--- src/rtl/fifo_fwft_if.sv ---
// fifo_fwft_if: bus bundle for the first-word-fall-through FIFO.
//
// Handshake semantics, in one place:
//   write side: a word is taken on a rising edge when write_strobe is high and
//     space_available was high before that edge. write_strobe while full drops
//     the word and raises overflow.
//   read side: read_data is the head word whenever data_available is high. A
//     rising edge with read_strobe high acknowledges it and the next word falls
//     through. read_strobe while empty raises underflow.
//   flush wins over both sides in its cycle and raises no error.
//
// Modports:
//   master - the producer/consumer side that drives strobes and data
//   slave  - the FIFO side that drives status and read data
interface fifo_fwft_if #(
  parameter int WIDTH = 8,
  parameter int NUM   = 4
);
  logic             flush;
  logic [WIDTH-1:0] write_data;
  logic             write_strobe;
  logic             space_available;
  logic             almost_full;
  logic [WIDTH-1:0] read_data;
  logic             read_strobe;
  logic             data_available;
  logic             almost_empty;
  logic             overflow;
  logic             underflow;
  logic             clear_errors;
  logic [NUM:0]     write_ptr;
  logic [NUM:0]     read_ptr;
  logic [NUM:0]     count;

  modport master (
    output flush, write_data, write_strobe, read_strobe, clear_errors,
    input  space_available, almost_full, read_data, data_available,
           almost_empty, overflow, underflow, write_ptr, read_ptr, count
  );

  modport slave (
    input  flush, write_data, write_strobe, read_strobe, clear_errors,
    output space_available, almost_full, read_data, data_available,
           almost_empty, overflow, underflow, write_ptr, read_ptr, count
  );
endinterface

--- src/rtl/fifo_fwft.sv ---
// fifo_fwft: single-clock first-word-fall-through FIFO with register storage.
//
// Ports:
//   clk    - single clock, all state updates on rising edge
//   reset  - asynchronous active-high, clears pointers, count and error flags
//   bus    - fifo_fwft_if.slave: write/read strobes and data, flush,
//            clear_errors, status flags, sticky errors, debug pointers, count
//
// Parameters:
//   WIDTH  - data word width
//   NUM    - log2 of depth
//   AFULL  - almost_full when count >= AFULL
//   AEMPTY - almost_empty when count <= AEMPTY
module fifo_fwft #(
  parameter int WIDTH  = 8,
  parameter int NUM    = 4,
  parameter int AFULL  = 14,
  parameter int AEMPTY = 2
) (
  input  logic        clk,
  input  logic        reset,
  fifo_fwft_if.slave  bus
);
  localparam int DEPTH = 2 ** NUM;
  localparam logic [NUM:0] DEPTH_C  = (NUM+1)'(DEPTH);
  localparam logic [NUM:0] AFULL_C  = (NUM+1)'(AFULL);
  localparam logic [NUM:0] AEMPTY_C = (NUM+1)'(AEMPTY);

  if (!(AEMPTY >= 1 && AEMPTY < AFULL && AFULL <= DEPTH - 1)) begin : g_bad_params
    $error("fifo_fwft: need 1 <= AEMPTY < AFULL <= 2**NUM-1");
  end

  logic [WIDTH-1:0] r_mem [DEPTH];
  logic [NUM:0]     r_wptr;
  logic [NUM:0]     r_rptr;
  logic [NUM:0]     r_count;
  logic             r_overflow;
  logic             r_underflow;

  logic w_space;
  logic w_avail;
  logic w_wr;
  logic w_rd;
  logic w_ovf_set;
  logic w_unf_set;

  // Status comes only from registered count, so strobes never reach status
  // combinationally. Full/empty tests are not relaxed by a concurrent op.
  assign w_space   = (r_count < DEPTH_C);
  assign w_avail   = (r_count != '0);
  assign w_wr      = bus.write_strobe & w_space & ~bus.flush;
  assign w_rd      = bus.read_strobe  & w_avail & ~bus.flush;
  assign w_ovf_set = bus.write_strobe & ~w_space & ~bus.flush;
  assign w_unf_set = bus.read_strobe  & ~w_avail & ~bus.flush;

  // Storage is deliberately not reset; read_data is gated when empty.
  always_ff @(posedge clk) begin
    if (w_wr) r_mem[r_wptr[NUM-1:0]] <= bus.write_data;
  end

  always_ff @(posedge clk or posedge reset) begin
    if (reset) begin
      r_wptr  <= '0;
      r_rptr  <= '0;
      r_count <= '0;
    end else if (bus.flush) begin
      r_wptr  <= '0;
      r_rptr  <= '0;
      r_count <= '0;
    end else begin
      if (w_wr) r_wptr <= r_wptr + 1'b1;
      if (w_rd) r_rptr <= r_rptr + 1'b1;
      case ({w_wr, w_rd})
        2'b10:   r_count <= r_count + 1'b1;
        2'b01:   r_count <= r_count - 1'b1;
        default: r_count <= r_count;
      endcase
    end
  end

  // A new error in the same cycle as clear_errors keeps the flag set.
  always_ff @(posedge clk or posedge reset) begin
    if (reset) begin
      r_overflow  <= 1'b0;
      r_underflow <= 1'b0;
    end else begin
      if (w_ovf_set)             r_overflow <= 1'b1;
      else if (bus.clear_errors) r_overflow <= 1'b0;
      if (w_unf_set)             r_underflow <= 1'b1;
      else if (bus.clear_errors) r_underflow <= 1'b0;
    end
  end

  assign bus.space_available = w_space;
  assign bus.data_available  = w_avail;
  assign bus.almost_full     = (r_count >= AFULL_C);
  assign bus.almost_empty    = (r_count <= AEMPTY_C);
  assign bus.read_data       = w_avail ? r_mem[r_rptr[NUM-1:0]] : '0;
  assign bus.overflow        = r_overflow;
  assign bus.underflow       = r_underflow;
  assign bus.write_ptr       = r_wptr;
  assign bus.read_ptr        = r_rptr;
  assign bus.count           = r_count;
endmodule
--- src/flat_wrapper.sv ---
// flat-port wrapper written by rule: the top's interface ports become plain ports
module fifo_fwft_flat 
#(
  parameter int WIDTH  = 8,
  parameter int NUM    = 4,
  parameter int AFULL  = 14,
  parameter int AEMPTY = 2
)
  (clk, reset, bus_flush, bus_write_data, bus_write_strobe, bus_read_strobe, bus_clear_errors, bus_space_available, bus_almost_full, bus_read_data, bus_data_available, bus_almost_empty, bus_overflow, bus_underflow, bus_write_ptr, bus_read_ptr, bus_count);
  fifo_fwft_if #(.WIDTH(WIDTH), .NUM(NUM)) bus_i ();
  input  logic clk;
  input  logic reset;
  input wire logic [$bits(bus_i.flush)-1:0] bus_flush;
  input wire logic [$bits(bus_i.write_data)-1:0] bus_write_data;
  input wire logic [$bits(bus_i.write_strobe)-1:0] bus_write_strobe;
  input wire logic [$bits(bus_i.read_strobe)-1:0] bus_read_strobe;
  input wire logic [$bits(bus_i.clear_errors)-1:0] bus_clear_errors;
  output wire logic [$bits(bus_i.space_available)-1:0] bus_space_available;
  output wire logic [$bits(bus_i.almost_full)-1:0] bus_almost_full;
  output wire logic [$bits(bus_i.read_data)-1:0] bus_read_data;
  output wire logic [$bits(bus_i.data_available)-1:0] bus_data_available;
  output wire logic [$bits(bus_i.almost_empty)-1:0] bus_almost_empty;
  output wire logic [$bits(bus_i.overflow)-1:0] bus_overflow;
  output wire logic [$bits(bus_i.underflow)-1:0] bus_underflow;
  output wire logic [$bits(bus_i.write_ptr)-1:0] bus_write_ptr;
  output wire logic [$bits(bus_i.read_ptr)-1:0] bus_read_ptr;
  output wire logic [$bits(bus_i.count)-1:0] bus_count;
  assign bus_i.flush = bus_flush;
  assign bus_i.write_data = bus_write_data;
  assign bus_i.write_strobe = bus_write_strobe;
  assign bus_i.read_strobe = bus_read_strobe;
  assign bus_i.clear_errors = bus_clear_errors;
  assign bus_space_available = bus_i.space_available;
  assign bus_almost_full = bus_i.almost_full;
  assign bus_read_data = bus_i.read_data;
  assign bus_data_available = bus_i.data_available;
  assign bus_almost_empty = bus_i.almost_empty;
  assign bus_overflow = bus_i.overflow;
  assign bus_underflow = bus_i.underflow;
  assign bus_write_ptr = bus_i.write_ptr;
  assign bus_read_ptr = bus_i.read_ptr;
  assign bus_count = bus_i.count;
  fifo_fwft #(.WIDTH(WIDTH), .NUM(NUM), .AFULL(AFULL), .AEMPTY(AEMPTY)) u_core (.clk(clk), .reset(reset), .bus(bus_i));
endmodule
--- config.mk ---
export PLATFORM = sky130hd
export DESIGN_NAME = fifo_fwft_flat
export DESIGN_NICKNAME = d
export VERILOG_FILES = /design/src/rtl/fifo_fwft_if.sv /design/src/rtl/fifo_fwft.sv /design/src/flat_wrapper.sv
export SDC_FILE = /design/constraint.sdc
export NUM_CORES = 1
export LEC_CHECK = 0
export BUFFER_PORTS_ARGS = -buffer_cell sky130_fd_sc_hd__buf_2
export CELL_PAD_IN_SITES_DETAIL_PLACEMENT = 0
export CELL_PAD_IN_SITES_GLOBAL_PLACEMENT = 1
export CORE_MARGIN = 4
export CORE_UTILIZATION = 30
export DETAILED_ROUTE_END_ITERATION = 8
export PLACE_DENSITY = 0.62
export SLEW_MARGIN = 20
export SYNTH_ARGS = -nofsm -noshare
export SYNTH_HDL_FRONTEND = slang
export SYNTH_SLANG_ARGS = --single-unit
--- constraint.sdc ---
create_clock -name clk -period 2.85 [get_ports clk]
set_clock_uncertainty 0.05 [all_clocks]
set_input_delay 0 -clock clk [delete_from_list [all_inputs] [get_ports clk]]
set_output_delay 0 -clock clk [all_outputs]
set_load 0.01 [all_outputs]
# Yosys cells after proc, flatten, opt, wreduce, memory -nomap -nowiden
# Memory sizes are Yosys's and may differ from the RTL's.
# Cells that the tools add are included.
dict set report classes {
  addsub 4
  magnitude_cmp 3
  n_eq_ne 2
  mux 12
  bitwise 11
  n_reduce_logical 6
}
# operator n
set ops {}
lappend ops {{two-way mux 5 bit} 5}
lappend ops {{adder 5 x 1 -> 5 bit (second input constant)} 3}
lappend ops {{case mux 5 bit (2 select lines)} 1}
lappend ops {{bitwise AND 1 bit} 8}
lappend ops {{two-way mux 8 bit} 1}
lappend ops {{nonzero test 2 bit} 4}
lappend ops {{greater-or-equal comparator 5 x 4 -> 1 bit (second input constant)} 1}
lappend ops {{less-or-equal comparator 5 x 2 -> 1 bit (second input constant)} 1}
lappend ops {{less-than comparator 5 bit (second input constant)} 1}
lappend ops {{two-way mux 1 bit} 5}
lappend ops {{nonzero test 5 bit} 1}
lappend ops {{subtractor 5 x 1 -> 5 bit (second input constant)} 1}
lappend ops {{inverter 1 bit} 3}
lappend ops {{nonzero test 3 bit} 1}
lappend ops {{== test 2 x 1 -> 1 bit (second input constant)} 1}
lappend ops {{== test 2 bit (second input constant)} 1}
dict set report totals {
  register_bits 17
  ramBits 128
  inputBits 14
  output_inout_bits 29
  elab_cells 44
  mem_count 1
}
# memory depth word_bits read_ports rd_clocked_by_memory_dff wr line_no
set memory_table {}
lappend memory_table {u_core.r_mem 16 8 1 0 1 fifo_fwft.sv:33} ;# logic [WIDTH-1:0] r_mem [DEPTH];

# Logic depth before layout (Yosys ltp)
dict set report logic_depth {
  depth_word 6
  ltp_mapped 10
  depth_no_buf 9
}

# Worst setup path before layout
# OpenSTA, ideal clock, no wires.
dict set report synth_path {
  path_kind {register to register}
  startpoint {register u_core.r_count[2], in the netlist u_core.bus.count[2]}
  endpoint {register u_core.r_count[4], in the netlist u_core.bus.count[4]}
  setup_ns 0.131
  t_arrival_ns 2.327
  required_time_ns 2.669
  path_slack_ns 0.342
  path_stages_with_launch 10
  n_path_buf 0
  period_less_slack_ns 2.508
  path_cell_list {dfrtp_1 -> nor3_4 -> a211oi_4 -> xor2_1 -> ha_1 -> nor2_1 -> a2111oi_2 -> o221ai_1 -> and4_1 -> or3_1}
}
dict set report synth_between {
  elab_chain_cells 6
  word_cells_on_any_way 13
  cone_classes {2 x add/sub; 1 x order compare; 2 x eq/ne; 2 x mux; 4 x bitwise; 2 x reduce/logical}
}
# item line_no
set synth_rtl {}
lappend synth_rtl {{from (decl)} fifo_fwft.sv:36} ;# logic [NUM:0] r_count;
lappend synth_rtl {{from (signal assigned)} fifo_fwft.sv:74} ;# 2'b10: r_count <= r_count + 1'b1;
lappend synth_rtl {{from (signal assigned)} fifo_fwft.sv:75} ;# 2'b01: r_count <= r_count - 1'b1;
lappend synth_rtl {{from (signal assigned)} fifo_fwft.sv:76} ;# default: r_count <= r_count;
lappend synth_rtl {{less-than comparator 5 bit or nonzero test 5 bit (tied branches)} {fifo_fwft.sv:49, fifo_fwft.sv:50}}
lappend synth_rtl {{bitwise AND 1 bit (on tied branches) (2 in a row)} {fifo_fwft.sv:51, fifo_fwft.sv:52}}
lappend synth_rtl {{== test 2 x 1 -> 1 bit or == test 2 bit (tied branches)} fifo_fwft.sv:73} ;# case ({w_wr, w_rd})
lappend synth_rtl {{case mux 5 bit (2 select lines)} fifo_fwft.sv:73}
lappend synth_rtl {{two-way mux 5 bit} fifo_fwft.sv:66} ;# end else if (bus.flush) begin
# Parallel ways exist; a longest one is shown, timed or not.
# A chain may end at the register's enable or synchronous reset.

# Worst setup path after layout
dict set report layout_path {
  startpoint {register u_core.r_count[4], in the netlist u_core.bus.count[4]}
  endpoint {register u_core.r_count[4], in the netlist u_core.bus.count[4]}
}
# Same word-level chain as after synthesis.

==> impl_metrics.yaml <==
placed_design:
  routabilityCongestion: 0.758
  hpwl_um: 7950
  portBuffers: 42
timing:
  relSlewSlack_pct: 53.5
  worst_pin_slew_ps: 698
  post-route-period-util_pct: 93.4
  hold_violations: 0
  rsz0062_at_grt: "no"
  setup_violations: 0
  fin_setup_tns_ps: 0
  period_needed_ps: 2660
  slew_viol_final: 0
  fmax_mhz: 376
global_route:
  grt_pass1_wl_um: 18700
  grt_use_met3_pct: 2.60
  grt_antenna_before_repair: 0
  overflow: 0
  grt-busiest-layer: "met2"
  grt.met2_usage_pct: 18.3
  grt_max_degree: 37
  first_global_vias: 3166
  grtUsageMet1_pct: 14.7
  grt_usage_pct: 11.2
clock_tree:
  root_buffer: "clkbuf_16"
  clock_path_buffers: 2
  numCtsBuffers: 17
  cts_sinks: 145
  htreeDepth: 4
  path_clk_slew_ps: 60
  cts_tree: "yes"
  clock_latency_ps: 410
min_path:
  min-delay-start: "bus_read_strobe"
  min_path_cells: 4
  hold_end: "u_core.bus.read_ptr[0]"
  min_path_type: "input port to flop"
detailed_routing:
  drc: 0
  routed_wl_um: 12100
  antenna_left: 0
  drt-pass1-iter-count: 4
  wire_per_inst_um: 17.9
  vias: 3096
  first_iter_violations: 281
  vias_per_cell: 4.57
setup_path:
  crit_arrival_ps: 2900
  worstRegToRegCells: 9
  r2r-end: "u_core.bus.count[4]"
  r2r_slack_ps: 190
  timing.critical_path.fanout_max: 7
  crit_start: "u_core.bus.count[4]"
  startpoint_type: "flop"
  critPathKind: "flop to flop"
  cp.required_ps: 3080
  regToRegStartpoint: "u_core.bus.count[4]"
  crit_path_end_kind: "flop"
final_layout:
  fillers: 1809
  n_antenna_cell: 0
  syn_to_final_growth_pct: 22.4
  drive_gt1_share_pct: 34.2
  nNetsFinal: 420
  postLayoutCoreUtil_pct: 37.6
floorplan:
  core_area_mm2: 0.0196
  start_util_pct: 30.7
  io_pins: 43
  die_height_um: 150
  rows: 51
  die_area_mm2: 0.0224
  die_x_um: 150
synth:
  synth.most_common_cell: "edfxtp_1"
  synthDistinctLibCells: 39
  syn_nets: 341
  synthTopCellsByArea: "edfxtp_1, mux4_2, dfrtp_1"
  ys_ff_latch: 145
  ys_seq_area_share_pct: 71.0
  synth_top_area_cell: "edfxtp_1"
  synth_common_cells: "edfxtp_1, mux4_2, nor2_1"
  synth_ff_type: "edfxtp_1"
  synth_top_cell_area_share_pct: 63.9
  netlist_instances: 320
  yosys_warnings: 0
  syn_area_mm2: 0.00601
  synth_edf_count: 128
  synthArstFlopShare_pct: 11.7
  syn_area_per_cell_um2: 18.8
power:
  p_total_mw: 6.06
  powerDensity_mw_per_mm2: 823
  cellLeakagePower_nw: 2.51
  peakVddDrop_mv: 0.340
status:
  status: "finished, final reports clean"
job:
  drv_cap: 0
## critical path, stage by stage, from the launching register on
cell,delay [ps]
dfrtp_1,500
nor3_4,100
a211oi_4,340
xor2_1,200
ha_1,220
nor2_1,80
a2111oi_2,280
o221ai_1,210
and4_1,220
or3_1,350
## power by group
group          internal (mW)  total, mW  switching, mW
sequential              2.38       2.45         0.0725
combinational          0.663       1.38          0.718
clock                   1.39       2.23          0.838
## metal layers
metal	share of wire [%]	vias to the layer above	wire length [um]
met4	1.4	0	175
met5	0	-	0
li1	-	1422	-
met3	3.4	14	411
met1	44	1617	5370
met2	51	43	6150
## worst max-delay path by stage
stage                          endpoint  slack (ps)  cells after the start
finish              u_core.bus.count[4]         190                      9
global route        u_core.bus.count[4]          20                      9
CTS                 u_core.bus.count[4]         150                      9
detailed placement  u_core.bus.count[4]         160                      9
global placement    u_core.bus.count[4]         240                      9
floorplan           u_core.bus.count[4]         340                      9
## area by class of cell
| class | count | area [um2] | area share, % |
|---|---|---|---|
| clock inverters | 11 | 155 | 2.11 |
| flip-flops and latches | 145 | 4270 | 58.0 |
| multi-input cells | 151 | 1620 | 22.0 |
| inverters | 7 | 26.3 | 0.357 |
| repair buffers | 77 | 515 | 7.00 |
| well taps | 265 | 332 | 4.50 |
| clock buffers | 21 | 440 | 5.98 |
## registers in the layout, summed over array words and instances (netlist names)
signal,cells
u_core.r_mem,128
u_core.bus.count,5
u_core.bus.read_ptr,5
u_core.bus.write_ptr,5
u_core.bus.overflow,1
u_core.bus.underflow,1
## cells in the final DEF (no fill, tap or decap), types with 2 or more instances in the layout
cell / n
nor2_1: 28
bufinv_16: 3
inv_1: 7
xnor2_1: 4
clkbuf_1: 4
or3_1: 4
nor3_1: 5
buf_2: 42
nor2b_1: 2
inv_6: 2
and2_1: 8
nand2_1: 12
ha_1: 7
edfxtp_1: 128
dfrtp_2: 2
buf_4: 22
dfrtp_1: 15
nand2b_1: 3
mux2i_1: 2
clkbuf_16: 17
clkinvlp_4: 3
a21oi_1: 4
nand4_1: 3
o21ai_0: 5
xor2_1: 8
dlygate4sd3_1: 12
mux4_2: 40
## cell families (layout without fill, tap and decap cells)
group           after synthesis  after routing  share of synthesized area, %
flops                       145            145                          71.0
simple gates                 71             71                          5.82
mux                          43             43                          15.5
buf+inv                      24            116                          2.08
compound gates               18             18                          2.41
xor+xnor                     12             12                          1.75
fa+ha+maj                     7              7                          1.46
## repair_timing
item	4_1_cts	5_1_grt
setup endpoints to repair	0	1
hold buffers	12	0
gates resized for setup	0	1
endpoints found under the hold margin	161	0
setup buffers	0	2
## per-stage QoR
| stage | area, um2 | hold WS [ps] | setup WS, ps | instances |
|---|---|---|---|---|
| finish | 7360 | 28.1 | 188 | 677 |
| global route | 7360 | 40.3 | 21.0 | 677 |
| CTS | 7340 | 13.7 | 150 | 675 |
| detailed placement | 6630 | 96.1 | 165 | 631 |
| global placement | 6630 | 80.3 | 237 | 631 |
| floorplan | 6010 | -124 | 342 | 320 |
Power figures use the tool's default switching activity.
